==> src/rtl/draw_mouse_cursor.sv <==
// Final pixel stage: overlays a 16x16 arrow cursor on the VGA bus, 2-cycle delay.
// Optional blink when CURSOR_BLINK_EN is defined (BLINK_FRAMES per phase).
module draw_mouse_cursor #(
   parameter int          XPOS_MAX     = 799,
   parameter int          YPOS_MAX     = 599,
   parameter logic [11:0] CURSOR_COLOR = 12'hFFF,
   parameter int          BLINK_FRAMES = 30
) (
   input  logic        clk,
   input  logic        rst_n,
   input  logic [11:0] xpos_in,
   input  logic [11:0] ypos_in,
   input  logic [10:0] in_hcount,
   input  logic [10:0] in_vcount,
   input  logic        in_hsync,
   input  logic        in_vsync,
   input  logic        in_hblnk,
   input  logic        in_vblnk,
   input  logic [11:0] in_rgb,
   output logic [10:0] out_hcount,
   output logic [10:0] out_vcount,
   output logic        out_hsync,
   output logic        out_vsync,
   output logic        out_hblnk,
   output logic        out_vblnk,
   output logic [11:0] out_rgb
);

   localparam logic [11:0] XL_MAX = 12'(XPOS_MAX - 15);
   localparam logic [11:0] YL_MAX = 12'(YPOS_MAX - 15);

   logic        r_vblnk_d;
   logic [11:0] r_xl, r_yl;
   logic        w_fe;
   logic [11:0] w_xclamp, w_yclamp;
   logic        w_hit;
   logic [3:0]  w_dx, w_dy;
   logic        w_visible;
   logic        w_pix;

   logic [10:0] r_hcount_s1, r_vcount_s1;
   logic        r_hsync_s1, r_vsync_s1, r_hblnk_s1, r_vblnk_s1;
   logic [11:0] r_rgb_s1;
   logic        r_hit_s1;
   logic [15:0] r_row_s1;
   logic [3:0]  r_dx_s1;

   // Row r of the arrow lights its r+1 leftmost pixels; rows 12..15 are empty.
   function automatic logic [15:0] rom_row(input logic [3:0] r);
      if (r < 4'd12) return 16'hFFFF << (4'd15 - r);
      else           return 16'h0000;
   endfunction

   // Frame edge, clamped position and cursor hit test.
   always_comb begin
      w_fe     = in_vblnk & ~r_vblnk_d;
      w_xclamp = (xpos_in > XL_MAX) ? XL_MAX : xpos_in;
      w_yclamp = (ypos_in > YL_MAX) ? YL_MAX : ypos_in;
      w_dx     = in_hcount[3:0] - r_xl[3:0];
      w_dy     = in_vcount[3:0] - r_yl[3:0];
      w_hit    = ({2'b00, in_hcount} >= {1'b0, r_xl}) &&
                 ({2'b00, in_hcount} <  {1'b0, r_xl} + 13'd16) &&
                 ({2'b00, in_vcount} >= {1'b0, r_yl}) &&
                 ({2'b00, in_vcount} <  {1'b0, r_yl} + 13'd16);
   end

   // Position is taken once per frame so the cursor never tears.
   always_ff @(posedge clk or negedge rst_n) begin
      if (!rst_n) begin
         r_vblnk_d <= 1'b0;
         r_xl      <= '0;
         r_yl      <= '0;
      end else begin
         r_vblnk_d <= in_vblnk;
         if (w_fe) begin
            r_xl <= w_xclamp;
            r_yl <= w_yclamp;
         end
      end
   end

`ifdef CURSOR_BLINK_EN
   localparam int FCW = (BLINK_FRAMES > 1) ? $clog2(BLINK_FRAMES) : 1;
   logic [FCW-1:0] r_fc;
   logic           r_visible;

   // Blink phase counter; visibility only changes on a frame edge.
   always_ff @(posedge clk or negedge rst_n) begin
      if (!rst_n) begin
         r_fc      <= '0;
         r_visible <= 1'b1;
      end else if (w_fe) begin
         if (r_fc == FCW'(BLINK_FRAMES - 1)) begin
            r_fc      <= '0;
            r_visible <= ~r_visible;
         end else begin
            r_fc <= r_fc + 1'b1;
         end
      end
   end

   assign w_visible = r_visible;
`else
   assign w_visible = 1'b1;
`endif

   // Stage 1: register the bus and look up the cursor row.
   always_ff @(posedge clk or negedge rst_n) begin
      if (!rst_n) begin
         r_hcount_s1 <= '0;
         r_vcount_s1 <= '0;
         r_hsync_s1  <= 1'b0;
         r_vsync_s1  <= 1'b0;
         r_hblnk_s1  <= 1'b0;
         r_vblnk_s1  <= 1'b0;
         r_rgb_s1    <= '0;
         r_hit_s1    <= 1'b0;
         r_row_s1    <= '0;
         r_dx_s1     <= '0;
      end else begin
         r_hcount_s1 <= in_hcount;
         r_vcount_s1 <= in_vcount;
         r_hsync_s1  <= in_hsync;
         r_vsync_s1  <= in_vsync;
         r_hblnk_s1  <= in_hblnk;
         r_vblnk_s1  <= in_vblnk;
         r_rgb_s1    <= in_rgb;
         r_hit_s1    <= w_hit;
         r_row_s1    <= rom_row(w_dy);
         r_dx_s1     <= w_dx;
      end
   end

   assign w_pix = r_hit_s1 & r_row_s1[4'd15 - r_dx_s1] & w_visible &
                  ~r_hblnk_s1 & ~r_vblnk_s1;

   // Stage 2: composite and drive the outputs.
   always_ff @(posedge clk or negedge rst_n) begin
      if (!rst_n) begin
         out_hcount <= '0;
         out_vcount <= '0;
         out_hsync  <= 1'b0;
         out_vsync  <= 1'b0;
         out_hblnk  <= 1'b0;
         out_vblnk  <= 1'b0;
         out_rgb    <= '0;
      end else begin
         out_hcount <= r_hcount_s1;
         out_vcount <= r_vcount_s1;
         out_hsync  <= r_hsync_s1;
         out_vsync  <= r_vsync_s1;
         out_hblnk  <= r_hblnk_s1;
         out_vblnk  <= r_vblnk_s1;
         out_rgb    <= w_pix ? CURSOR_COLOR : r_rgb_s1;
      end
   end

endmodule

==> config.mk <==
export PLATFORM = sky130hd
export DESIGN_NAME = draw_mouse_cursor
export DESIGN_NICKNAME = d
export VERILOG_FILES = /design/src/rtl/draw_mouse_cursor.sv
export SDC_FILE = /design/constraint.sdc
export NUM_CORES = 1
export LEC_CHECK = 0
export ABC_AREA = 1
export BUFFER_PORTS_ARGS = -buffer_cell sky130_fd_sc_hd__buf_2
export CORE_MARGIN = 8
export CORE_UTILIZATION = 40
export CTS_BUF_LIST = sky130_fd_sc_hd__clkbuf_8
export DETAILED_ROUTE_END_ITERATION = 12
export SYNTH_ARGS = -nofsm -noshare
export SYNTH_HDL_FRONTEND = slang
export SYNTH_SLANG_ARGS = --single-unit
==> constraint.sdc <==
create_clock -name clk -period 5.2 [get_ports clk]
set_input_delay 0.78 -clock clk [delete_from_list [all_inputs] [get_ports clk]]
set_output_delay 0.78 -clock clk [all_outputs]
set_load 0.02 [all_outputs]
-- After elaboration in Yosys (flattened, before gate mapping)
Cells that the tools add are included.
- register bits: 121
- add/sub/neg operators: 6
- magnitude comparators: 8
- shift operators: 1
- mux-type cells: 6
- bitwise operators: 6
- reductions and logical operators: 3
- operator list (cell ; number):
    $mux 12 ; 3
    $add 12x5->13 const B ; 2
    $lt 11x13->1 ; 2
    $ge 11x12->1 ; 2
    $gt 12x10->1 const B ; 2
    $mux 16 ; 1
    $shl 16x4->16 const A ; 1
    $sub 4x4->4 ; 2
    $sub 4x4->4 const A ; 2
    $lt 4x5->1 const B ; 1
    $and 1x1->1 ; 4
    $bmux 1 s4 ; 1
    $lt 4x4->1 const B ; 1
    $logic_and 1x1->1 ; 3
    $not 1->1 ; 2
    $mux 1 ; 1

-- Longest topological paths before layout
- word-level depth: 7
- mapped depth: 14
- depth with buffers taken out: 14

-- Least setup slack after synthesis
OpenSTA, ideal clock, no wires.
- path kind: input to register
- from: input in_vcount[0]
- to: register r_row_s1[6]
- arrival: 2111 ps
- data required time: 5069 ps
- setup slack: 2959 ps
- stages on the path: 8
- buffers on the path: 0
- cells stage by stage: inv_1 ha_1 fa_1 xnor2_2 ha_1 inv_1 nand2_4 nor2_1
- cells in the longest elaborated chain, start to end: 4
- RTL lines (what ; RTL line ; text):
    start, declared ; 14 ; input logic [10:0] in_vcount,
    $sub 4x4->4 (*) ; 60 ; w_dy = in_vcount[3:0] - r_yl[3:0];
    $sub 4x4->4 ; 50 ; if (r < 4'd12) return 16'hFFFF << (4'd15 - r);
    $shl 16x4->16 ; 50 ;
    $mux 16 (*) ; 50 ;
    end signal, assigned ; 129 ; r_row_s1 <= rom_row(w_dy);
    end, declared ; 45 ; logic [15:0] r_row_s1;
Mark *: on every way between the ends. The rest lies on a longest branch, timed or not.
A chain may end at the register's enable or synchronous reset.

-- Worst setup path in the final report
- from: register r_xl[4]
- to: register r_hit_s1
- cells in the longest elaborated chain, start to end: 5
- RTL lines (what ; RTL line ; text):
    start, declared ; 33 ; logic [11:0] r_xl, r_yl;
    start signal, assigned ; 76 ; r_xl <= w_xclamp;
    $add 12x5->13 ; 62 ; ({2'b00, in_hcount} < {1'b0, r_xl} + 13'd16) &&
    $lt 11x13->1 ; 62 ;
    $logic_and 1x1->1 (*) ; 61 ; w_hit = ({2'b00, in_hcount} >= {1'b0, r_xl}) &&
    $logic_and 1x1->1 (*) ; 62 ;
    $logic_and 1x1->1 (*) ; 63 ; ({2'b00, in_vcount} >= {1'b0, r_yl}) &&
    net w_hit ; 36 ; logic w_hit;
    end signal, assigned ; 128 ; r_hit_s1 <= w_hit;
    end, declared ; 44 ; logic r_hit_s1;
The timed path passes the listed nets; every way through them passes the cells marked *.

==> metrics <==
nature of the critical path endpoint=flip-flop; area delta synth->final=21.3%; RSZ-0062 raised after global routing=false; max-slew violation total from the final report=0; most frequent standard cell in the layout excluding fill and tap cells=sky130_fd_sc_hd__dfrtp_1; initial antenna violation count=0; total standard cell area after synthesis=approximately 5300 um2; final routed wire length divided by cell count=approximately 13 um; Main synth FF type=sky130_fd_sc_hd__dfrtp_1; cts bufs inserted=17; Final Hold Violating Endpoints=0; placed wire-length estimate after detailed placement=approximately 8300 um; share of the clock period used by the worst path after layout=42.5%; worst hold-check path type=reg2reg; routability cong.=0.839; Hold-fix buffers, CTS=0; Tot GR Track Use=13.8%; count of nets left with antenna violations after detail routing=0; fill cell total of the finished layout=between 1k and 1.5k; total DRC errors in the routed layout=0; standard-cell row count=42; Relative slew margins=between 30% and 40%; cell count after synthesis=between 500 and 600; final critical delay including setup and external delays=2.21 ns; core region area=13000 um2; post-CTS setup buffers=0; pin count of the biggest net entering global routing=74; slack of the worst reg-to-reg path=between 2 and 3 ns; outcome=completed; Port Buffer Count=a little over 100; Worst-Margin Slew=0.919 ns; share of flip-flops with an asynchronous set or reset=100%; final instance area=roughly 6400 um2; worst hold start=r_hcount_s1[0]; required time of the worst setup path=5.55 ns; Area contributors post-synth=sky130_fd_sc_hd__dfrtp_1 57%, sky130_fd_sc_hd__ha_1 9.5%, sky130_fd_sc_hd__nand2_1 6.1%; unique cell type count in the Yosys netlist=40; number of register bits inferred by synthesis=120; Clock Tree Root=sky130_fd_sc_hd__clkbuf_8; Total Die Area=17100 um2; largest fanout on the critical path=4; die width=approximately 130 um; worst r2r path cells=13; CTS H-tree lvls=4; Avg Vias per Cell=4.57; share of Yosys cell area claimed by the top area cell type=between 50% and 60%; cell area power density=~350 nW/um2; clock tree buffer depth=2; Finish-stage setup viols=0; Final TNS setup=0 ns; vias in the first global route=3792; CTS sink cnt=between 100 and 150; kind of launch point of the worst setup path=flip-flop; synthesis warning total=0; number of nets at the end of the flow=approximately 740; leading cell types in the layout, fill and taps excluded=120 x sky130_fd_sc_hd__dfrtp_1, 100 x sky130_fd_sc_hd__buf_2, 85 x sky130_fd_sc_hd__nand2_1; reported leakage power=between 3 and 4 nW; TritonCTS clock tree=yes; Placement Cell Area=5980 um2; worst-case clock skew=0.00621 ns; fraction of the yosys area taken by sequential cells=between 50 and 60%; Synthesized Nets=about 630; highest clock frequency the design can meet=0.453 GHz; end of the worst register-to-register path=r_hit_s1; number of maximum-capacitance violations=0; layout cells sized above 1=25.7%; antenna diode count=0; cell type with the largest total area after synthesis=sky130_fd_sc_hd__dfrtp_1; worst reg2reg startpoint=r_xl[4]; Starting DRT DRC Count=~170; average footprint of a synthesized cell=~10 um2; overall via count from detail_route=3772; starting utilization of the core area=approximately two fifths; hold path endpoint=out_hcount[0]; clock-pin slew on the worst setup and hold paths=0.07 ns; height of the die=between 100 and 150 um; routed wire length=roughly 11000 um; global route overflow=0; Hold Path Depth=0; Post-synth EDFFs=0; wire length of the first global-routing pass=around 18000 um; CP arrival=2.56 ns; worst vdd rail ir drop=0.197 mV; First-pass DRT Iterations=4; post_cts resized=0; clock latency of the later-clocked register in the worst-skew pair=about 0.43 ns; crit path kind=reg2reg; IO Pins=102
[area by class of cell]
cell class                      count  area, um2  area share (%)
Multi-Input combinational cell    314       1920            30.0
Timing Repair Buffer              103        523            8.18
Inverter                           81        314            4.91
Tap cell                          176        220            3.44
Clock inverter                     13        154            2.41
Sequential cell                   120       3000            47.0
Clock buffer                       19        262            4.09
[per-stage QoR]
stage	util (%)	hold slack, ns	instances	worst slack, ns	total power (W)
global route	49.1	0.351	826	2.80	0.00236
floorplan	-	0.331	520	2.96	0.00127
global placement	45.9	0.332	794	2.76	0.00138
detailed placement	45.9	0.335	794	2.72	0.00140
CTS	49.1	0.344	826	2.99	0.00228
finish	49.1	0.343	826	2.99	0.00224
[how the worst max path moves through the flow]
stage / startpoint / end / slack, ns
floorplan: in_vcount[0] / r_row_s1[6] / 2.96
CTS: r_xl[4] / r_hit_s1 / 2.99
global placement: in_vcount[0] / r_row_s1[6] / 2.76
finish: r_xl[4] / r_hit_s1 / 2.99
global route: r_xl[4] / r_hit_s1 / 2.80
detailed placement: in_vcount[0] / r_row_s1[6] / 2.72
[cells in the mapped netlist, types with 3 or more instances]
library cell / instances
sky130_fd_sc_hd__a21oi_1: 12
sky130_fd_sc_hd__a22oi_1: 3
sky130_fd_sc_hd__dfrtp_1: 120
sky130_fd_sc_hd__ha_1: 40
sky130_fd_sc_hd__inv_1: 77
sky130_fd_sc_hd__nand2_1: 85
sky130_fd_sc_hd__nand2_2: 13
sky130_fd_sc_hd__nand3_1: 34
sky130_fd_sc_hd__nand4_1: 4
sky130_fd_sc_hd__nor2_1: 43
sky130_fd_sc_hd__nor2_2: 4
sky130_fd_sc_hd__nor3_1: 9
sky130_fd_sc_hd__o211ai_1: 3
sky130_fd_sc_hd__o21ai_0: 22
sky130_fd_sc_hd__o21ai_1: 5
sky130_fd_sc_hd__o21ai_2: 6
sky130_fd_sc_hd__xor2_1: 10
[layer usage]
layer,vias up,global-route usage [%],wire length [um]
met3,18,4.22,675
li1,1891,-,-
met4,0,7.36,177
met5,-,0,0
met2,86,22.4,5440
met1,1777,16.2,4770
[critical path: stages, from the launching register on]
cell                      delay [ns]
sky130_fd_sc_hd__dfrtp_1        0.41
sky130_fd_sc_hd__ha_1           0.21
sky130_fd_sc_hd__nand2_1        0.08
sky130_fd_sc_hd__nor2_1         0.22
sky130_fd_sc_hd__nand3_1        0.16
sky130_fd_sc_hd__xor2_1         0.17
sky130_fd_sc_hd__ha_1           0.29
sky130_fd_sc_hd__nand2_1        0.10
sky130_fd_sc_hd__inv_1          0.04
sky130_fd_sc_hd__nand2_1        0.05
sky130_fd_sc_hd__nand2_1        0.05
sky130_fd_sc_hd__nand2_1        0.09
sky130_fd_sc_hd__nand3_1        0.08
sky130_fd_sc_hd__nor3_1         0.15
[power breakdown]
part,switching (W),internal (W)
Clock,0.000372,0.000495
Combinational,0.000206,0.000123
Sequential,0.0000347,0.00101
Total,0.000613,0.00163
[cells by family after synthesis]
kind of cell	Yosys count	share of synthesized area (%)
buffers and inverters	86	6.62
adder cells (fa/ha/maj)	42	10.3
XOR/XNOR	13	2.30
AO/OA/AOI/OAI	56	6.24
AND/OR/NAND/NOR	203	17.6
flip-flops	120	57.0
[registers in the layout, summed over array words and instances (netlist names), 4 cells and up]
register     flops
r_row_s1        15
out_rgb         12
r_rgb_s1        12
r_xl            12
r_yl            12
out_hcount      11
out_vcount      11
r_hcount_s1     11
r_vcount_s1     11
r_dx_s1          4
(Power assumes the default switching activity.)
